==> src/rtl/users_count_uart_tx_pkg.sv <==
// Purpose : shared constants and state encoding for the users_count serial transmitter.
// Latency : n/a (declarations only).
// Backpressure: n/a.
// Contents: DATA_W default, FSM state encoding, FRAME_BITS (bits per frame, including
//           start and stop). Optional macro USERS_COUNT_UART_PARITY_EN adds a parity bit.
package users_count_pkg;

  localparam int DATA_W = 10;

  localparam logic [2:0] ST_IDLE   = 3'd0;
  localparam logic [2:0] ST_START  = 3'd1;
  localparam logic [2:0] ST_DATA   = 3'd2;
  localparam logic [2:0] ST_PARITY = 3'd3;
  localparam logic [2:0] ST_STOP   = 3'd4;

  typedef enum logic [2:0] {
    IDLE   = ST_IDLE,
    START  = ST_START,
    DATA   = ST_DATA,
    PARITY = ST_PARITY,
    STOP   = ST_STOP
  } state_t;

`ifdef USERS_COUNT_UART_PARITY_EN
  localparam int FRAME_BITS = DATA_W + 3;
`else
  localparam int FRAME_BITS = DATA_W + 2;
`endif

endpackage

==> src/rtl/users_count_uart_tx_if.sv <==
// Purpose : event/count input and serial/status outputs of the users_count transmitter.
// Latency : n/a (wires only).
// Backpressure: none; evt is a fire-and-forget pulse, excess pulses are counted as drops.
// Ports   : evt, count_in (upstream -> tx); tx, busy, pend_valid, frame_done, overrun,
//           drop_cnt (tx -> observers). master = upstream side, slave = transmitter.
interface users_count_uart_tx_if #(
  parameter int DATA_W = 10,
  parameter int DROP_W = 4
);
  logic              evt;
  logic [DATA_W-1:0] count_in;
  logic              tx;
  logic              busy;
  logic              pend_valid;
  logic              frame_done;
  logic              overrun;
  logic [DROP_W-1:0] drop_cnt;

  modport master (
    output evt, count_in,
    input  tx, busy, pend_valid, frame_done, overrun, drop_cnt
  );

  modport slave (
    input  evt, count_in,
    output tx, busy, pend_valid, frame_done, overrun, drop_cnt
  );
endinterface

==> src/rtl/users_count_uart_tx_bit_timer.sv <==
// Purpose : baud counter holding each serial bit for CLKS_PER_BIT cycles.
// Latency : bit_end asserts on the last cycle of every bit period while run is high.
// Backpressure: none.
// Ports   : clk, rst (async active-low), run (frame in progress), restart (new frame
//           begins next cycle), bit_end (last cycle of bit), bit_pre_end (second-to-last).
module bit_timer #(
  parameter int CLKS_PER_BIT = 4
) (
  input  logic clk,
  input  logic rst,
  input  logic run,
  input  logic restart,
  output logic bit_end,
  output logic bit_pre_end
);

  localparam int CW = $clog2(CLKS_PER_BIT);

  logic [CW-1:0] cnt_q;

  assign bit_end     = run && (cnt_q == CW'(CLKS_PER_BIT - 1));
  assign bit_pre_end = run && (cnt_q == CW'(CLKS_PER_BIT - 2));

  always_ff @(posedge clk or negedge rst) begin
    if (!rst) begin
      cnt_q <= '0;
    end else if (restart || !run || bit_end) begin
      cnt_q <= '0;
    end else begin
      cnt_q <= cnt_q + 1'b1;
    end
  end

endmodule

==> src/rtl/users_count_uart_tx.sv <==
// Purpose : serialises users_count snapshots taken on each detect pulse (start, LSB-first
//           data, optional parity, stop). Macro USERS_COUNT_UART_PARITY_EN adds parity.
// Latency : tx goes low on the edge that samples evt in IDLE; frame = FRAME_BITS*CLKS_PER_BIT.
// Backpressure: one-entry pending buffer; further evts while it is full are dropped and counted.
// Ports   : clk, rst (async active-low), bus (slave modport of users_count_uart_tx_if).
module users_count_uart_tx
  import users_count_pkg::*;
#(
  parameter int DATA_W       = users_count_pkg::DATA_W,
  parameter int CLKS_PER_BIT = 4,
  parameter int DROP_W       = 4
) (
  input  logic                 clk,
  input  logic                 rst,
  users_count_uart_tx_if.slave bus
);

  localparam int BC_W = $clog2(DATA_W);
  localparam logic [BC_W-1:0] LAST_BIT = BC_W'(DATA_W - 1);

  state_t            state_q, state_n;
  logic [DATA_W-1:0] shift_q, shift_n;
  logic [DATA_W-1:0] pend_dat_q, pend_dat_n;
  logic [BC_W-1:0]   bit_cnt_q, bit_cnt_n;
  logic [DROP_W-1:0] drop_q, drop_n;
  logic              par_q, par_n;
  logic              pend_vld_q, pend_vld_n;
  logic              tx_q, tx_n;
  logic              ovr_q, ovr_n;
  logic              fd_q, fd_n;

  logic              start_load;
  logic [DATA_W-1:0] load_word;
  logic              drop_evt;
  logic              frame_end;
  logic              run;
  logic              bit_end;
  logic              bit_pre_end;

  assign run       = (state_q != IDLE);
  assign frame_end = (state_q == STOP) && bit_end;

  bit_timer #(
    .CLKS_PER_BIT (CLKS_PER_BIT)
  ) u_bit_timer (
    .clk         (clk),
    .rst         (rst),
    .run         (run),
    .restart     (start_load),
    .bit_end     (bit_end),
    .bit_pre_end (bit_pre_end)
  );

  always_comb begin
    state_n    = state_q;
    shift_n    = shift_q;
    bit_cnt_n  = bit_cnt_q;
    par_n      = par_q;
    pend_vld_n = pend_vld_q;
    pend_dat_n = pend_dat_q;
    ovr_n      = ovr_q;
    drop_n     = drop_q;
    start_load = 1'b0;
    load_word  = bus.count_in;
    drop_evt   = 1'b0;
    tx_n       = 1'b1;

    case (state_q)
      IDLE: begin
        if (bus.evt) start_load = 1'b1;
      end
      START: begin
        if (bit_end) begin
          state_n   = DATA;
          bit_cnt_n = '0;
        end
      end
      DATA: begin
        if (bit_end) begin
          if (bit_cnt_q == LAST_BIT) begin
`ifdef USERS_COUNT_UART_PARITY_EN
            state_n = PARITY;
`else
            state_n = STOP;
`endif
          end else begin
            shift_n   = shift_q >> 1;
            bit_cnt_n = bit_cnt_q + 1'b1;
          end
        end
      end
      PARITY: begin
        if (bit_end) state_n = STOP;
      end
      STOP: begin
        if (bit_end) begin
          if (pend_vld_q) begin
            // Pending word goes out next; a coincident evt refills the buffer
            // rather than being dropped, since the slot frees this very cycle.
            start_load = 1'b1;
            load_word  = pend_dat_q;
            pend_vld_n = bus.evt;
            if (bus.evt) pend_dat_n = bus.count_in;
          end else if (bus.evt) begin
            start_load = 1'b1;
          end else begin
            state_n = IDLE;
          end
        end
      end
      default: state_n = IDLE;
    endcase

    // Mid-frame events (the frame-end boundary is resolved above).
    if (bus.evt && run && !frame_end) begin
      if (!pend_vld_q) begin
        pend_vld_n = 1'b1;
        pend_dat_n = bus.count_in;
      end else begin
        drop_evt = 1'b1;
      end
    end

    if (start_load) begin
      state_n   = START;
      shift_n   = load_word;
      par_n     = ^load_word;
      bit_cnt_n = '0;
    end

    if (drop_evt) begin
      ovr_n = 1'b1;
      if (drop_q != {DROP_W{1'b1}}) drop_n = drop_q + 1'b1;
    end

    // tx is registered, so it is derived from the state being entered.
    case (state_n)
      IDLE:    tx_n = 1'b1;
      START:   tx_n = 1'b0;
      DATA:    tx_n = shift_n[0];
      PARITY:  tx_n = par_n;
      STOP:    tx_n = 1'b1;
      default: tx_n = 1'b1;
    endcase

    // Registered strobe lands on the final STOP cycle.
    fd_n = (state_q == STOP) && bit_pre_end;
  end

  always_ff @(posedge clk or negedge rst) begin
    if (!rst) begin
      state_q    <= IDLE;
      shift_q    <= '0;
      bit_cnt_q  <= '0;
      par_q      <= 1'b0;
      pend_vld_q <= 1'b0;
      pend_dat_q <= '0;
      tx_q       <= 1'b1;
      ovr_q      <= 1'b0;
      drop_q     <= '0;
      fd_q       <= 1'b0;
    end else begin
      state_q    <= state_n;
      shift_q    <= shift_n;
      bit_cnt_q  <= bit_cnt_n;
      par_q      <= par_n;
      pend_vld_q <= pend_vld_n;
      pend_dat_q <= pend_dat_n;
      tx_q       <= tx_n;
      ovr_q      <= ovr_n;
      drop_q     <= drop_n;
      fd_q       <= fd_n;
    end
  end

  assign bus.tx         = tx_q;
  assign bus.busy       = run;
  assign bus.pend_valid = pend_vld_q;
  assign bus.frame_done = fd_q;
  assign bus.overrun    = ovr_q;
  assign bus.drop_cnt   = drop_q;

endmodule
==> src/flat_wrapper.sv <==
// flat-port wrapper written by rule: the top's interface ports become plain ports
module users_count_uart_tx_flat import users_count_pkg::*;
#(
  parameter int DATA_W       = users_count_pkg::DATA_W,
  parameter int CLKS_PER_BIT = 4,
  parameter int DROP_W       = 4
)
  (clk, rst, bus_evt, bus_count_in, bus_tx, bus_busy, bus_pend_valid, bus_frame_done, bus_overrun, bus_drop_cnt);
  users_count_uart_tx_if #(.DATA_W(DATA_W), .DROP_W(DROP_W)) bus_i ();
  input  logic clk;
  input  logic rst;
  input wire logic [$bits(bus_i.evt)-1:0] bus_evt;
  input wire logic [$bits(bus_i.count_in)-1:0] bus_count_in;
  output wire logic [$bits(bus_i.tx)-1:0] bus_tx;
  output wire logic [$bits(bus_i.busy)-1:0] bus_busy;
  output wire logic [$bits(bus_i.pend_valid)-1:0] bus_pend_valid;
  output wire logic [$bits(bus_i.frame_done)-1:0] bus_frame_done;
  output wire logic [$bits(bus_i.overrun)-1:0] bus_overrun;
  output wire logic [$bits(bus_i.drop_cnt)-1:0] bus_drop_cnt;
  assign bus_i.evt = bus_evt;
  assign bus_i.count_in = bus_count_in;
  assign bus_tx = bus_i.tx;
  assign bus_busy = bus_i.busy;
  assign bus_pend_valid = bus_i.pend_valid;
  assign bus_frame_done = bus_i.frame_done;
  assign bus_overrun = bus_i.overrun;
  assign bus_drop_cnt = bus_i.drop_cnt;
  users_count_uart_tx #(.DATA_W(DATA_W), .CLKS_PER_BIT(CLKS_PER_BIT), .DROP_W(DROP_W)) u_core (.clk(clk), .rst(rst), .bus(bus_i));
endmodule
==> config.mk <==
export PLATFORM = sky130hd
export DESIGN_NAME = users_count_uart_tx_flat
export DESIGN_NICKNAME = d
export VERILOG_FILES = /design/src/rtl/users_count_uart_tx_pkg.sv /design/src/rtl/users_count_uart_tx_if.sv /design/src/rtl/users_count_uart_tx_bit_timer.sv /design/src/rtl/users_count_uart_tx.sv /design/src/flat_wrapper.sv
export SDC_FILE = /design/constraint.sdc
export NUM_CORES = 1
export LEC_CHECK = 0
export ABC_AREA = 1
export BUFFER_PORTS_ARGS = -buffer_cell sky130_fd_sc_hd__buf_2
export CORE_ASPECT_RATIO = 0.5
export CORE_MARGIN = 2
export CORE_UTILIZATION = 40
export CTS_CLUSTER_SIZE = 30
export DETAILED_ROUTE_END_ITERATION = 10
export PLACE_DENSITY_LB_ADDON = 0.3
export SKIP_LAST_GASP = 1
export SYNTH_ARGS = -nofsm -noshare
export SYNTH_HDL_FRONTEND = slang
export SYNTH_SLANG_ARGS = --single-unit
export TNS_END_PERCENT = 1
==> constraint.sdc <==
create_clock -name clk -period 5.1 [get_ports clk]
set_clock_uncertainty 0.15 [all_clocks]
set_input_delay 0.255 -clock clk [delete_from_list [all_inputs] [get_ports clk]]
set_output_delay 0.255 -clock clk [all_outputs]
set_load 0.05 [all_outputs]
==> reports/metrics.csv <==
metric,value,unit
Final nets,316,
Final ANT Viol Nets,0,
antenna cells,0,
setup violators final,0,
Crit. End Element,flip-flop,
most frequent cells in the layout,"nand2_1, inv_1, dfrtp_1, buf_2, nor2_1",
Pint,662,uW
vias in the first global route,1654,
final period utilization,48.0,%
worst endpoint data arrival time,2.48,ns
Comb pwr share,39.0,%
Worst Path Required,5.13,ns
Main synth FF type,dfrtp_1,
DRC viols,0,
aggregate global routing overflow,0,
maxcap violations,0,
WS Path Type,flip-flop to flip-flop,
design area,2370,sq um
area grow syn2layout,12.6,%
worst-path maximum fanout,26,
switching fraction of total power,41.7,%
R2R cell count,11,
VDD IR max,0.354,mV
Fin Setup TNS,0,ns
flop2flop setup slack,2.65,ns
status,"finished, final reports clean",
cells along the critical path,ha_1 > nand4_4 > o21ai_1 > nand2_1 > nand2_1 > nand2_1 > nand3_1 > nand2_1 > nand2_1 > nand3_2 > and2_1,
Pre-Repair DR Iteration Count,5,
Hold Startpoint,bus_count_in[8],
Die Ht,55.3,um
antenna violations before repair,0,
"commonest non-fill, non-tap cell in the layout",nand2_1,
Max-Slew Margin vs Limit,42.9,%
Unique masters post-synth,35,
routed length per instance,11.1,um
number of synthesized flops with an enable pin,0,
CTS tree,built,
Starting Density,42.0,%
CP max stage delay,0.43,ns
crit path max-delay cell type,o21ai_1,
Reg2Reg Launch Point,u_core.u_bit_timer.cnt_q[0],
Bufs on Longest Clock Path,2,
port bufs,21,
largest cells by area after synthesis,"dfrtp_1, nand2_1, inv_1, nor2_1, nand3_1",
hpwl dp,3030,um
DR vias,1746,
worst-margin pin slew,0.857,ns
synth warn,0,
Core ar.,5000,sq um
die extent in x,107,um
"area leader, netlist",dfrtp_1,
overall power,1.14,mW
Post-synth ARST share,100,%
CP startpoint kind,flip-flop,
die footprint,5890,sq um
1st-iter DRT viols,50,
Hold Buf Count CTS,1,
H-tree lvl count,2,
row count,18,
"Cell Area, Synth",2100,sq um
Leak,1.23,nW
Crit path max-delay family,simple AND/OR/NAND/NOR gates,
synthesized area per cell,7.73,sq um
fin crit period,2.45,ns
# IOs,22,
post-cts sizing count,0,
final wirelength,4080,um
clock slew at reported path FFs,0.07,ns
Crit path top cell by count,nand2_1,
hold crit path type,input port to flip-flop,
GRT Total Usage,15.2,%
Critical path buffers and inverters,0,
PwrDens,480,nW/um^2
Final Wtd Congestion,0.800,
"flops & latches, synth",38,
RSZ-0062 raised after global routing,false,
Hold Path Depth,3,
Root Buffer,clkbuf_8,
Gate Count Post-Synth,272,
first-pass GRT wire length,7170,um
DP Area,2270,sq um
Num CTS Buffers,5,
Hold Fails Final Rpt,0,
Skew-Pair Late Insertion Delay,0.29,ns
Post-Syn Nets,290,
Hold EP,u_core.pend_dat_q[8],
Post-CTS Setup Inserts,0,
layout cells sized above 1,16.1,%
CTS Sinks,38,
clock power share,17.4,%
"Slew Viols, Final",0,
top-area cell type share of the netlist area,44.0,%
pin count of the biggest net entering global routing,39,
switching power,473,uW
vias per cell,4.73,
fmax,408,MHz
r2r endpoint,u_core.par_q,
Reg power frac,43.5,%
sequential fraction of the synthesis area,45.3,%
==> how the worst max path moves through the flow <==
stage                                            from                    to  cells after the start
after floorplan                 u_core.bus.pend_valid          u_core.par_q                     11
after global placement    u_core.u_bit_timer.cnt_q[0]  u_core.pend_dat_q[5]                      4
after detailed placement  u_core.u_bit_timer.cnt_q[0]  u_core.pend_dat_q[5]                      4
after CTS                 u_core.u_bit_timer.cnt_q[0]  u_core.pend_dat_q[9]                      4
after global routing      u_core.u_bit_timer.cnt_q[0]         u_core.bus.tx                     12
final                     u_core.u_bit_timer.cnt_q[0]          u_core.par_q                     11
==> sequential cells by signal, summed over array words and instances, names as in the netlist <==
signal	cells
u_core.bus.frame_done	1
u_core.bus.drop_cnt	4
u_core.par_q	1
u_core.bus.pend_valid	1
u_core.u_bit_timer.cnt_q	2
u_core.shift_q	10
u_core.bus.overrun	1
u_core.state_q	3
u_core.pend_dat_q	10
u_core.bus.tx	1
u_core.bit_cnt_q	4
==> synthesized netlist by cell type, types with 2 or more instances <==
library cell and n:
a21oi_1 9, a22oi_1 7, buf_2 2, dfrtp_1 37
ha_1 5, inv_1 38, inv_2 3, nand2_1 84
nand2_2 2, nand3_1 13, nor2_1 18, nor2_2 3
nor3_1 3, o21ai_0 10, o21ai_1 8, o21ai_2 5
o22ai_1 4, or2_2 2, xnor2_1 2, xor2_1 2
==> logic make-up (layout without fill, tap and decap cells) <==
logic type / after synthesis / count (layout) / synth area share [%]
AO/OA/AOI/OAI: 47 / 47 / 13.7
XOR/XNOR: 4 / 4 / 1.67
adder cells (fa/ha/maj): 5 / 5 / 2.98
buffers and inverters: 47 / 74 / 9.05
flip-flops: 38 / 38 / 45.3
multiplexers: 1 / 1 / 0.536
AND/OR/NAND/NOR: 130 / 130 / 26.8
==> metrics by stage <==
stage	utilization, %	setup slack [ns]	hold slack, ns	std cells
floorplan	-	2.99	-0.191	272
global placement	45.4	2.54	0.261	359
detailed placement	45.4	2.43	0.273	359
CTS	47.2	2.41	0.0308	368
global route	47.3	2.37	0.0494	369
finish	47.3	2.65	0.0448	369
==> worst register-to-register path, stage by stage (launching register included) <==
cell and delay [ns]:
dfrtp_1 0.37, ha_1 0.34, nand4_4 0.37, o21ai_1 0.43, nand2_1 0.12, nand2_1 0.09, nand2_1 0.05, nand3_1 0.09
nand2_1 0.06, nand2_1 0.07, nand3_2 0.06, and2_1 0.14
==> cell type report <==
cell class,count,area [sq um]
clock buffer,8,80.1
fill,503,2630
inverter,42,158
multi-input combinational,187,960
sequential,38,952
tap,70,87.6
timing repair buffer,24,130
==> power by group through the flow <==
stage	clock network (mW)	registers, mW	logic [mW]
after floorplan	0	0.558	0.276
final	0.198	0.494	0.443
after global placement	0	0.494	0.428
after CTS	0.208	0.495	0.448
after detailed placement	0	0.499	0.445
after global routing	0.217	0.510	0.501
==> layer usage <==
metal | wire length, um | global-route usage, % | vias to the layer above
li1 | - | - | 912
met5 | 0 | 0 | -
met2 | 1910 | 25.7 | 22
met1 | 1960 | 18.6 | 805
met4 | 74 | 6.68 | 0
met3 | 137 | 3.78 | 7
Note: power is estimated with default switching activity, not from simulation.
